$ cat config.mk
export PLATFORM = sky130hd
export DESIGN_NAME = tug_playfield_n
export DESIGN_NICKNAME = d
export VERILOG_FILES = /design/src/rtl/tug_playfield_n.sv
export SDC_FILE = /design/constraint.sdc
export NUM_CORES = 1
export LEC_CHECK = 0
export BUFFER_PORTS_ARGS = -buffer_cell sky130_fd_sc_hd__buf_2
export CAP_MARGIN = 10
export CORE_ASPECT_RATIO = 1.5
export CORE_MARGIN = 2
export CORE_UTILIZATION = 30
export CTS_BUF_LIST = sky130_fd_sc_hd__clkbuf_8
export DETAILED_ROUTE_END_ITERATION = 8
export PLACE_DENSITY_LB_ADDON = 0.1
export SLEW_MARGIN = 20
export SYNTH_ARGS = -nofsm -noshare
export SYNTH_HDL_FRONTEND = slang
export SYNTH_SLANG_ARGS = --single-unit
$ cat constraint.sdc
create_clock -name clk -period 2.9 [get_ports clk]
set_clock_uncertainty 0.1 [all_clocks]
set_input_delay 0.58 -clock clk [delete_from_list [all_inputs] [get_ports clk]]
set_output_delay 0.58 -clock clk [all_outputs]
set_load 0.005 [all_outputs]
$ cat src/rtl/tug_playfield_n.sv
// Tug-of-war playfield: one light pushed left/right by button presses,
// round scoring, timed re-centre and match winner detection.
module tug_playfield_n #(
    parameter int N           = 9,
    parameter int HOLD_CYCLES = 4,
    parameter int WIN_ROUNDS  = 7,
    parameter int SCORE_W     = 3
) (
    input  logic               clk,
    input  logic               reset,
    input  logic               L,
    input  logic               R,
    output logic [N-1:0]       led,
    output logic [1:0]         winner,
    output logic [SCORE_W-1:0] score_l,
    output logic [SCORE_W-1:0] score_r,
    output logic               match_over
);

    localparam int PW = $clog2(N);
    localparam int HW = (HOLD_CYCLES > 1) ? $clog2(HOLD_CYCLES) : 1;

    localparam logic [PW-1:0]      CTR   = PW'((N - 1) / 2);
    localparam logic [PW-1:0]      LAST  = PW'(N - 1);
    localparam logic [HW-1:0]      HLAST = HW'(HOLD_CYCLES - 1);
    localparam logic [SCORE_W-1:0] WIN   = SCORE_W'(WIN_ROUNDS);

    if (WIN_ROUNDS < 1 || WIN_ROUNDS > (1 << SCORE_W) - 1) begin : g_bad_win
        $error("WIN_ROUNDS must be in 1..2^SCORE_W-1");
    end
    if (N < 3 || (N % 2) == 0) begin : g_bad_n
        $error("N must be odd and >= 3");
    end
    if (HOLD_CYCLES < 1) begin : g_bad_hold
        $error("HOLD_CYCLES must be >= 1");
    end

    typedef enum logic [1:0] {
        PLAY,
        HOLD,
        OVER
    } state_t;

    state_t        st;
    logic [PW-1:0] pos;
    logic [HW-1:0] cnt;
    logic [1:0]    win_r;
    logic          L_q;
    logic          R_q;

    logic pl;
    logic pr;
    logic mv_l;
    logic mv_r;

    assign pl   = L & ~L_q;
    assign pr   = R & ~R_q;
    assign mv_l = pl & ~pr;
    assign mv_r = pr & ~pl;

    // Edge registers track the buttons unconditionally, so a button held
    // through reset or a HOLD/OVER period never counts as a new press.
    always_ff @(posedge clk) begin
        L_q <= L;
        R_q <= R;
        if (reset) begin
            st      <= PLAY;
            pos     <= CTR;
            cnt     <= '0;
            win_r   <= 2'b00;
            score_l <= '0;
            score_r <= '0;
        end else begin
            case (st)
                PLAY: begin
                    if (mv_l) begin
                        if (pos == LAST) begin
                            score_l <= score_l + 1'b1;
                            win_r   <= 2'b10;
                            cnt     <= '0;
                            st      <= HOLD;
                        end else begin
                            pos <= pos + 1'b1;
                        end
                    end else if (mv_r) begin
                        if (pos == '0) begin
                            score_r <= score_r + 1'b1;
                            win_r   <= 2'b01;
                            cnt     <= '0;
                            st      <= HOLD;
                        end else begin
                            pos <= pos - 1'b1;
                        end
                    end
                end
                HOLD: begin
                    if (cnt == HLAST) begin
                        if ((win_r[1] ? score_l : score_r) == WIN) begin
                            st <= OVER;
                        end else begin
                            st    <= PLAY;
                            pos   <= CTR;
                            win_r <= 2'b00;
                        end
                    end else begin
                        cnt <= cnt + 1'b1;
                    end
                end
                OVER: begin
                    st <= OVER;
                end
                default: begin
                    st <= PLAY;
                end
            endcase
        end
    end

    always_comb begin
        led = '0;
        if (st == PLAY) begin
            led = {{(N-1){1'b0}}, 1'b1} << pos;
        end
    end

    assign winner     = win_r;
    assign match_over = (st == OVER);

endmodule

After elaboration in Yosys (flattened, before gate mapping)
Index checks and enable logic that the tools add are counted.

Register bits: 18. Logic and storage cells: 72.

$add $sub $neg: 5. Equal/unequal tests: 13. Shift operators: 1. Muxes and demuxes: 27. Bitwise logic cells: 9. Reductions and logical operators: 9.

Operator list (count): $mux W2 (15); $mux W4 (6); $ne A3 B3 Y1 const B (5); $reduce_and A6 Y1 (2); $mux W9 (1); $shl A1 B4 Y9 const A (1); $pmux W2 S2 (2); $pmux W4 S2 (1); $reduce_and A4 Y1 (2); $add A3 B1 Y3 const B (2); $ne A2 B2 Y1 const B (3); $pmux W2 S3 (1); $not A1 Y1 (5); $reduce_and A5 Y1 (1); $add A4 B1 Y4 const B (1); $and A1 B1 Y1 (4); $eq A2 B2 Y1 const B (2); $eq A4 B4 Y1 const B (1); $logic_not A4 Y1 (1); $sub A4 B1 Y4 const B (1); $eq A3 B3 Y1 const B (1); $mux W3 (1); $reduce_and A3 Y1 (1); $add A2 B1 Y2 const B (1); 3 further kinds (3).

Logic depth before layout (Yosys ltp)
Depth in word-level cells: 7. Gate-level depth with buffers: 11.

Worst setup path before layout
No wires, ideal clock.

Path type: input port to flip-flop. From: in L. To: reg pos[1]. Library setup time: 0.067 ns. Arrival: 2.271 ns. Path slack: 0.462 ns. Stages: 10. Path buffers: 2. Cells stage by stage: nand2b_1 inv_1 ha_1 buf_4 xor2_2 nor2_1 or4_1 buf_2 or3b_1 a21oi_2.

Cells in the longest elaborated chain, start to end: 5.

Ends and longest elaborated chain: start: declaration (RTL line 11) `input logic L,`; $and A1 B1 Y1 * (RTL line 56) `assign pl = L & ~L_q;`; $not A1 Y1 (RTL line 59) `assign mv_r = pr & ~pl;`; $and A1 B1 Y1 (RTL line 59); $ne A3 B3 Y1 (no source line); $reduce_and A6 Y1 (no source line); end signal: assignment (RTL line 83) `pos <= pos + 1'b1;`; end signal: assignment (RTL line 92) `pos <= pos - 1'b1;`; end: declaration (RTL line 45) `logic [PW-1:0] pos;`.

Every way passes the cells marked *; elsewhere a longest branch is shown, timed or not. A chain may end at the register's enable or synchronous reset.

Final worst setup path
From: in L. To: reg pos[3].

Same word-level chain as after synthesis.

==> impl_metrics.json <==
{
  "status": "finished clean",
  "portBuffers": 21,
  "postCtsHoldBufs": 0,
  "drt_iter0_markers": 31,
  "pre_cts_ws_ps": 149,
  "critPathMaxFanout": 9,
  "root_buffer": "clkbuf_8",
  "drc": 0,
  "hpwlAfterDp_um": 1880,
  "p_leak_nw": 0.556,
  "final_nets": 165,
  "drive_gt1_frac": 0.211,
  "synth_seq_cells": 18,
  "fin_ws_ps": 407,
  "vias_per_cell": 4.82,
  "tightest_slew_ps": 437,
  "rows": 27,
  "place_area_sq_um": 1220,
  "fin_util": 0.353,
  "powerDensity_nw_per_um2": 558,
  "timing.final.crit_share": 0.859,
  "cap_violations": 0,
  "cp-end-kind": "flip-flop",
  "cts_num_sinks": 18,
  "register_area_sq_um": 360,
  "pin_count": 22,
  "critical_path_class": "in -> reg",
  "finalSetupViolCount": 0,
  "slew_headroom": 0.708,
  "hold_path.class": "in -> reg",
  "wl_um": 2500,
  "hold-worst-slack_ps": 328,
  "hold_viol": 0,
  "grt_pass1_wl_um": 4060,
  "num_vias": 939,
  "routabilityCongestion": 0.704,
  "grt_remaining_overflow": 0,
  "vdd_drop_max_uv": 248,
  "insertion_delay_ps": 260,
  "finish.instance_area_sq_um": 1270,
  "syn_area_sq_um": 1110,
  "fill_cells": 386,
  "core_area_sq_um": 3610,
  "cts_setup_buffers": 0,
  "grt_pass1_vias": 849,
  "wl_per_cell_um": 12.8,
  "p_seq_frac": 0.430,
  "antenna_found_initial": 0,
  "numCtsBuffers": 3,
  "postSynthCellCount": 135,
  "clockBufferDepth": 2,
  "max_freq_mhz": 401,
  "crit_path_start_kind": "input pin",
  "grt_start_max_net_pins": 19,
  "postRouteAntennaNets": 0,
  "cts_tree": "yes",
  "synth_cell_types": 39,
  "pwr-share-clk": 0.300,
  "initial_utilization": 0.307,
  "multi_input_area_sq_um": 678,
  "die_h_um": 78.5,
  "finalCriticalPeriod_ps": 2490,
  "seq_area_frac_synth": 0.324,
  "slew_violations": 0,
  "p_switching_mw": 0.230,
  "track_usage": 0.133,
  "drt_first_pass_iters": 4,
  "synthToLayoutAreaGrowth_pct": 14.8,
  "cp_data_arrival_time_ps": 2600,
  "final_cell_mix": "buf_2 (21), dfxtp_1 (18), nor2_1 (18), a21oi_1 (13)",
  "diodes": 0,
  "comb_power_share": 0.270,
  "final_common_cell": "buf_2",
  "netSwitchingFraction": 0.324,
  "rsz0062_at_grt": "false",
  "synth_area_per_cell_sq_um": 8.23,
  "setup_tns_ps": 0,
  "h-tree-depth": 1,
  "yosys_warnings": 0,
  "fp.dieW_um": 53.7,
  "synth_nets": 147,
  "cts.repair.resized": 0,
  "cp.required_ps": 3010,
  "die_area_sq_um": 4220,
  "p_int_mw": 0.481,
  "clkSlewWorstSetupHoldPaths_ps": 70
}
sequential cells by signal (all words and copies together), names as in the netlist:
register	flops
st	2
score_r	3
score_l	3
L_q	1
cnt	2
winner	2
R_q	1
pos	4
cell families after synthesis:
family                   after synthesis  synth area share
XOR/XNOR                               8            0.0698
flip-flops                            18             0.324
AND/OR/NAND/NOR                       64             0.320
adder cells (fa/ha/maj)                8            0.0901
multiplexers                           1           0.00901
AO/OA/AOI/OAI                         22             0.122
buffers and inverters                 14            0.0653
per-layer routing:
layer | vias to the layer above | share of wire | track usage
met5 | - | 0 | 0
met4 | 0 | 0.023 | 0.0692
met3 | 5 | 0.032 | 0.0228
met2 | 16 | 0.50 | 0.221
met1 | 420 | 0.44 | 0.155
li1 | 498 | - | -
power groups by stage:
stage	combinational [mW]	sequential [mW]	clock (mW)
floorplan	0.181	0.282	0
global placement	0.195	0.311	0
detailed placement	0.194	0.311	0
CTS	0.195	0.306	0.220
global route	0.218	0.311	0.232
finish	0.192	0.306	0.213
worst paths after layout:
kind,from,to,slack (ps),depth (start not counted)
setup reg to reg,L_q,pos[3],430,10
hold reg to reg,cnt[1],cnt[1],360,2
hold / removal,L,L_q,330,1
setup / recovery,L,pos[3],410,11
area by class of cell:
type | count | share of cell area
clock buffers | 4 | 0.0432
inverters | 6 | 0.0177
multi-input cells | 103 | 0.532
flip-flops and latches | 18 | 0.283
well taps | 43 | 0.0422
repair buffers | 21 | 0.0824
stage by stage:
stage	instances	total power [mW]
after floorplan	135	0.463
after global placement	191	0.506
after detailed placement	191	0.505
after CTS	195	0.720
after global routing	195	0.761
final	195	0.711
worst max-delay path, stage by stage:
cell      delay, ps
buf_2            80
nand2b_1         70
inv_1            80
ha_1            400
inv_1           120
ha_1            370
nand3b_1        100
a21oi_1         170
a211oi_1         80
or4b_1          460
nand3_1          90
synthesized netlist by cell type, drive strengths merged:
master | n | area (sq um)
a31oi | 1 | 6.26
or4 | 4 | 33.8
or4b | 2 | 20.0
dfxtp | 18 | 360
inv | 6 | 22.5
xor2 | 7 | 68.8
nor2b | 1 | 6.26
buf | 5 | 38.8
a31o | 1 | 8.76
a211o | 1 | 8.76
nand2b | 9 | 56.3
o32ai | 1 | 8.76
or2b | 1 | 7.51
nand3b | 4 | 30.0
a21boi | 1 | 7.51
nand2 | 9 | 33.8
a211oi | 1 | 7.51
mux2i | 1 | 10.0
nor2 | 18 | 67.6
a21oi | 14 | 73.8
or3b | 1 | 8.76
ha | 8 | 100
o21ai | 1 | 5.00
nor3 | 6 | 40.0
nand4b | 1 | 8.76
o31a | 1 | 8.76
xnor2 | 1 | 8.76
clkbuf | 3 | 11.3
or3 | 1 | 6.26
nand3 | 6 | 30.0
nand4 | 1 | 6.26
No activity file was read; power rests on OpenSTA's default activity.
